===== src/rtl/if_fetch_ctrl.sv =====
// Instruction-fetch controller: PC sequencing, stall hold and redirect buffering.
// Define IF_EXC_REDIRECT_EN to let exc_req redirect to EXC_VECTOR.
module if_fetch_ctrl #(
    parameter logic [29:0] START_ADDR = 30'h0000BFF,
    parameter logic [29:0] EXC_VECTOR = 30'h0000020
) (
    input  logic        clk,
    input  logic        reset,
    input  logic [29:0] pc,
    input  logic        stall,
    input  logic        br_taken,
    input  logic [29:0] br_target,
    input  logic        exc_req,
    input  logic        imem_ack,
    output logic        imem_req,
    output logic [29:0] imem_addr,
    output logic [29:0] npc,
    output logic        pc_write,
    output logic        if_valid,
    output logic        redirect_pending
);

    localparam logic [1:0] BOOT  = 2'd0;
    localparam logic [1:0] FETCH = 2'd1;
    localparam logic [1:0] HOLD  = 2'd2;

    logic [1:0]  state, state_nxt;
    logic        pend_valid, pend_valid_nxt;
    logic [29:0] pend_target, pend_target_nxt;
    logic        eff_valid;
    logic [29:0] eff_target;
    logic        apply;

`ifdef IF_EXC_REDIRECT_EN
    logic pend_exc, pend_exc_nxt, eff_exc;

    // A pending exception is sticky; a fresh exception beats a pending branch,
    // and a pending branch beats a fresh one.
    always_comb begin
        eff_valid  = 1'b0;
        eff_exc    = 1'b0;
        eff_target = '0;
        if (pend_valid && pend_exc) begin
            eff_valid  = 1'b1;
            eff_exc    = 1'b1;
            eff_target = pend_target;
        end else if (exc_req) begin
            eff_valid  = 1'b1;
            eff_exc    = 1'b1;
            eff_target = EXC_VECTOR;
        end else if (pend_valid) begin
            eff_valid  = 1'b1;
            eff_target = pend_target;
        end else if (br_taken) begin
            eff_valid  = 1'b1;
            eff_target = br_target;
        end
    end

    always_ff @(posedge clk or negedge reset) begin
        if (!reset) pend_exc <= 1'b0;
        else        pend_exc <= pend_exc_nxt;
    end

    assign pend_exc_nxt = apply ? 1'b0 : eff_exc;
`else
    logic unused_exc;
    assign unused_exc = exc_req ^ (|EXC_VECTOR);

    always_comb begin
        eff_valid  = 1'b0;
        eff_target = '0;
        if (pend_valid) begin
            eff_valid  = 1'b1;
            eff_target = pend_target;
        end else if (br_taken) begin
            eff_valid  = 1'b1;
            eff_target = br_target;
        end
    end
`endif

    always_comb begin
        state_nxt = state;
        pc_write  = 1'b0;
        if_valid  = 1'b0;
        apply     = 1'b0;
        npc       = pc + 30'd1;
        case (state)
            BOOT: state_nxt = FETCH;
            FETCH: begin
                if (imem_ack) begin
                    if (eff_valid) begin
                        apply = 1'b1;
                    end else if (stall) begin
                        state_nxt = HOLD;
                    end else begin
                        pc_write = 1'b1;
                        if_valid = 1'b1;
                    end
                end
            end
            HOLD: begin
                if (eff_valid) begin
                    apply = 1'b1;
                end else if (!stall) begin
                    pc_write  = 1'b1;
                    if_valid  = 1'b1;
                    state_nxt = FETCH;
                end
            end
            default: state_nxt = BOOT;
        endcase
        if (apply) begin
            pc_write  = 1'b1;
            npc       = eff_target;
            state_nxt = FETCH;
        end
        // npc shows the boot address for as long as reset is held
        if (!reset) npc = START_ADDR;
    end

    assign pend_valid_nxt  = apply ? 1'b0 : eff_valid;
    assign pend_target_nxt = apply ? '0 : eff_target;

    always_ff @(posedge clk or negedge reset) begin
        if (!reset) begin
            state       <= BOOT;
            pend_valid  <= 1'b0;
            pend_target <= '0;
        end else begin
            state       <= state_nxt;
            pend_valid  <= pend_valid_nxt;
            pend_target <= pend_target_nxt;
        end
    end

    assign imem_req         = (state == FETCH);
    assign imem_addr        = pc;
    assign redirect_pending = pend_valid;

endmodule


===== config.mk =====
export PLATFORM = sky130hd
export DESIGN_NAME = if_fetch_ctrl
export DESIGN_NICKNAME = d
export VERILOG_FILES = /design/src/rtl/if_fetch_ctrl.sv
export SDC_FILE = /design/constraint.sdc
export NUM_CORES = 1
export LEC_CHECK = 0
export CORE_AREA = 8 8 83 103
export DETAILED_ROUTE_END_ITERATION = 12
export DIE_AREA = 0 0 91 111
export GPL_TIMING_DRIVEN = 0
export PLACE_DENSITY = 0.81
export SYNTH_ARGS = -nofsm -noshare
export SYNTH_HDL_FRONTEND = slang
export SYNTH_SLANG_ARGS = --single-unit

===== constraint.sdc =====
create_clock -name clk -period 3.25 [get_ports clk]
set_input_delay 0.8125 -clock clk [delete_from_list [all_inputs] [get_ports clk]]
set_output_delay 0.8125 -clock clk [all_outputs]
set_load 0.1 [all_outputs]

After elaboration in Yosys (flattened, before gate mapping)
Cells that the tools add are included.
Widths: inputs -> output; s select.

cells by class
  muxes and demuxes = 23
  reduce and logical (&&, ||, !) cells = 2
  equal/unequal tests = 7
  add/subtract/negate cells = 1

operators by type and width
  operator               number
  $mux 30                5
  $add 30x1->30 const B  1
  $mux 2                 6
  $mux 1                 9
  $ne 3x2->1 const B     3
  $ne 3x3->1 const B     2
  $pmux 2 s3             1
  $reduce_and 5->1       1
  $pmux 1 s2             2
  $eq 2x1->1 const B     1
  $eq 2x2->1 const B     1
  $logic_not 2->1        1

storage, ports and cells
  output and inout bits = 64
  input bits = 66
  flip-flop bits (word level) = 33

Longest topological paths before layout
  depth after elaboration = 7
  mapped depth = 8
  depth with buffers taken out = 6

Worst setup path after synthesis
No wires, ideal clock.

  path kind = register to output
  from = register state[1]
  to = output port if_valid
  setup slack = -2.097 ns
  arrival = 4.535 ns
  buffers on the path = 0
  stages on the path, launching flop included = 6
  data required time = 2.438 ns
  cells stage by stage = dfrtp_1 inv_1 ha_1 a21o_1 nand2_1 nor4_1

on the way
  cells in the longest elaborated chain, start to end = 2

RTL lines
  item                      RTL line  source
  start: declaration        27        logic [1:0] state, state_nxt;
  start signal: assignment  132       state <= state_nxt;
  $eq 2x1->1                --
  net imem_req              15        output logic imem_req,
  $pmux 1 s2                89        case (state)
  end: declaration          19        output logic if_valid,

The timed path passes the listed nets, and every way through them passes these cells.

Worst setup path after layout
  from = input port pc[16]
  to = output port npc[23]

on the way
  cells in the longest elaborated chain, start to end = 3

RTL lines
  item                RTL line  source
  start: declaration  9         input logic [29:0] pc,
  $add 30x1->30       88        npc = pc + 30'd1;
  $mux 30             114       if (apply) begin
  $mux 30             120       if (!reset) npc = START_ADDR;
  end: declaration    17        output logic [29:0] npc,

Every way passes these cells.

==> impl_metrics.yaml <==
drt:
  vias: 3672
  via_per_inst: 6.18
  wl_per_cell_microns: 21.1
  drc: 0
  drt-total-wl_microns: 12500
  ant_nets: 0
  drt_pre_antenna_iters: 7
  drtIter0Drc: 212
place:
  place_congestion: 0.896
  io_buffer_count: 127
  placed_cells: 567
  dp_hpwl_microns: 8740
critical_path:
  slowest_delay_ns: 0.42
  arrival_ns: 2.50
  start_kind: "primary input"
  crit_chain: "buf_8 > nand4_1 > or3_4 > buf_6 > buf_8 > nor4_1 > o31a_2 > buf_6"
  critPathTopFamily: "simple AND/OR/NAND/NOR gates"
  cp_max_fo: 10
  worst-path-buf-inv: 4
  critical_path_class: "primary input to output port"
  cp-end-kind: "output port"
  required_ns: 2.44
  slowest_stage: "or3_4"
synth:
  async_flop_share_pct: 100
  synthFlopType: "dfrtp_1"
  synth-edff-count: 0
  synth_nets: 422
  synth_area_per_cell_sq_um: 8.26
  synthCells: 350
  ys_seq_area_share_pct: 28.6
  ys_warn_count: 0
  synth.distinct_cells: 58
  syn_area_sq_um: 2890
  synth_seq_cells: 33
worst_hold_path:
  worstHoldPathType: "primary input to async pin"
timing:
  maxSlewHeadroom_pct: 33.5
  finalCriticalPeriod_ns: 3.32
  finalClockSkew_ns: 0.00354
  max_freq_ghz: 0.301
  hold_violations: 0
  holdWs_ns: 0.346
  setup_ws_ns: -0.0670
  setup_viol: 5
  slew_violations: 0
  worst_pin_slew_ns: 0.994
  rsz0062_at_grt: "true"
  post-route-period-util_pct: 102
clock_network:
  cts_made_buffers: 5
  clock_sinks: 33
  clkLatencyLatePin_ns: 0.29
  cts_max_level: 2
  path_clk_slew_ns: 0.06
  cts_tree: "done"
  clock_tree.root_cell: "clkbuf_8"
  clock_path_buffers: 2
run_status:
  violations: "setup timing"
  status: "finished, violations left"
grt:
  grt_usage_pct: 23.0
  grt_max_degree: 35
  antenna_found_initial: 0
  grt_pass1_wl_microns: 19100
  grt_pass1_vias: 3764
  overflow: 0
floorplanning:
  die-area_sq_um: 10100
  initial_core_util_pct: 41.9
  row_count: 34
  die_x_microns: 91
  core-area_sq_um: 6890
  die_h_microns: 111
  io_pins: 130
pwr:
  ir_worst_vdd_mv: 0.554
  leakage_nw: 2.15
  power_density_nw_per_um2: 805
  power_mw: 4.20
flow_run:
  timing.max_cap.violations: 0
cells_and_area:
  multiInputGateArea_sq_um: 2150
  layout-drive-gt1-share_pct: 40.9
  syn2layout_area_growth_pct: 80.4
  num-nets-final: 577
  antenna_cells: 0
  fillCellCount: 494
  final_util_pct: 75.7
  seq_area_sq_um: 831
  fin_cells: 594
[final cells by class]
type	instances	area share [%]
buffer	56	8.76
timing repair buffer	149	29.9
tap	90	2.16
clock inverter	1	0.0960
inverter	9	0.648
multi-input combinational	251	41.2
clock buffer	5	1.32
sequential	33	15.9
[cell families after synthesis]
logic type / count (synthesis) / synth area share, %
AO/OA/AOI/OAI: 118 / 29.7
adder cells (fa/ha/maj): 6 / 2.60
AND/OR/NAND/NOR: 117 / 22.8
flip-flops: 33 / 28.6
buffers and inverters: 68 / 13.7
multiplexers: 4 / 1.47
XOR/XNOR: 4 / 1.21
[cells in the mapped netlist (2+ instances only)]
cell       number  share of area [%]
dfrtp_1        33                 29
buf_4          30                7.8
nor2_1         30                3.9
a22oi_1        24                6.2
o21ai_0        19                3.3
nand2_1        18                2.3
clkbuf_1       15                1.9
nor4_1         12                2.6
a21oi_1        11                1.9
o31a_1         11                3.3
a31oi_1         9                1.9
and2_1          9                1.9
nand3_1         9                1.6
inv_1           8                1.0
nand4_1         8                1.7
and4_1          7                2.1
o22ai_1         7                1.5
a22o_1          6                1.8
buf_2           6                1.0
ha_1            6                2.6
or3_1           6                1.3
a21o_1          5                1.3
buf_1           5               0.65
nand2b_1        4               0.87
o211ai_1        3               0.78
o311a_1         3                1.0
o31a_2          3                1.0
or4_1           3               0.78
a211oi_1        2               0.52
and3_1          2               0.43
mux2_2          2               0.78
mux2i_1         2               0.69
nor2b_1         2               0.43
o2111ai_1       2               0.61
o22a_1          2               0.61
o32a_1          2               0.69
xnor2_1         2               0.61
xor2_1          2               0.61
[worst reg2reg max path, delay by kind of cell (launching register included)]
kind	cells	cell delay, ns
buffers and inverters	3	0.81
adders and majority gates	1	0.29
and+or+nand+nor	2	0.33
AOI/OAI and AO/OA	1	0.17
DFF	1	0.45
[through the flow]
stage | setup WS [ns] | TNS, ns | instance area (sq um)
4_1_cts | -0.0471 | -0.133 | 5080
3_3_place_gp | -2.59 | -73.98 | 4600
2_1_floorplan | -0.521 | -1.63 | 3220
6_report | -0.0670 | -0.172 | 5210
3_5_place_dp | -1.74 | -49.33 | 4600
5_1_grt | -0.125 | -0.384 | 5210
[cell usage in the layout, fill, tap and decap left out, types with 4 or more instances in the layout]
cell type / count
a22o_1: 6
nor4_1: 5
nor2_1: 29
clkbuf_2: 7
buf_8: 8
clkdlybuf4s15_2: 6
buf_2: 11
inv_1: 7
or3_1: 4
a21o_1: 5
buf_4: 53
a21oi_1: 6
o31a_2: 6
buf_6: 23
clkbuf_4: 6
clkdlybuf4s50_1: 60
o21ai_0: 15
dlygate4sd2_1: 5
a31oi_4: 6
and2_1: 9
dfrtp_1: 31
nand4_1: 8
nor4_2: 5
nand2_1: 16
o31a_1: 5
a22oi_1: 23
buf_12: 14
clkbuf_8: 9
o22ai_1: 7
ha_1: 4
nand3_1: 8
and4_1: 5
nand3_4: 4
[registers in the layout, indices dropped and copies added (netlist names)]
| register | count |
|---|---|
| pend_target | 30 |
| redirect_pending | 1 |
| state | 2 |
[power breakdown]
group | switching, mW | internal [mW] | leakage (nW)
registers | 0.0938 | 0.624 | 0.435
logic | 2.15 | 1.04 | 1.67
clock network | 0.142 | 0.141 | 0.0399
total | 2.39 | 1.81 | 2.15
[layer usage]
layer	part of all wire [%]	wire length (microns)	GRT usage [%]	vias up
li1	-	-	-	1617
met1	37	4600	24.8	1787
met2	50	6330	40.4	213
met3	8.1	1010	6.84	55
met4	4.7	589	9.75	0
met5	0	0	0	-
[final timing paths]
check / startpoint / to / slack, ns / cells past startpoint
min in group clk: pend_target[26]$_DFF_PN0_ / pend_target[26]$_DFF_PN0_ / 0.55 / 2
worst max register to register: state[0]$_DFFE_PN0P_ / pend_target[24]$_DFF_PN0_ / 1.06 / 7
worst min-delay path: reset / pend_target[5]$_DFF_PN0_ / 0.35 / 1
max in group asynchronous: reset / redirect_pending$_DFF_PN0_ / 2.69 / 1
worst max-delay path: pc[16] / npc[23] / -0.07 / 8
worst min register to register: pend_target[26]$_DFF_PN0_ / pend_target[26]$_DFF_PN0_ / 0.55 / 2
[repair_timing]
action | CTS | global route
buffers inserted | 15 | 5
pin swaps | 17 | 11
gates resized for setup | 373 | 53
gates cloned | 4 | 0
hold buffers | 0 | 0
endpoints found under the hold margin | 0 | 0
endpoints found under the setup margin | 61 | 29
Note: power is estimated with default switching activity, not from simulation.
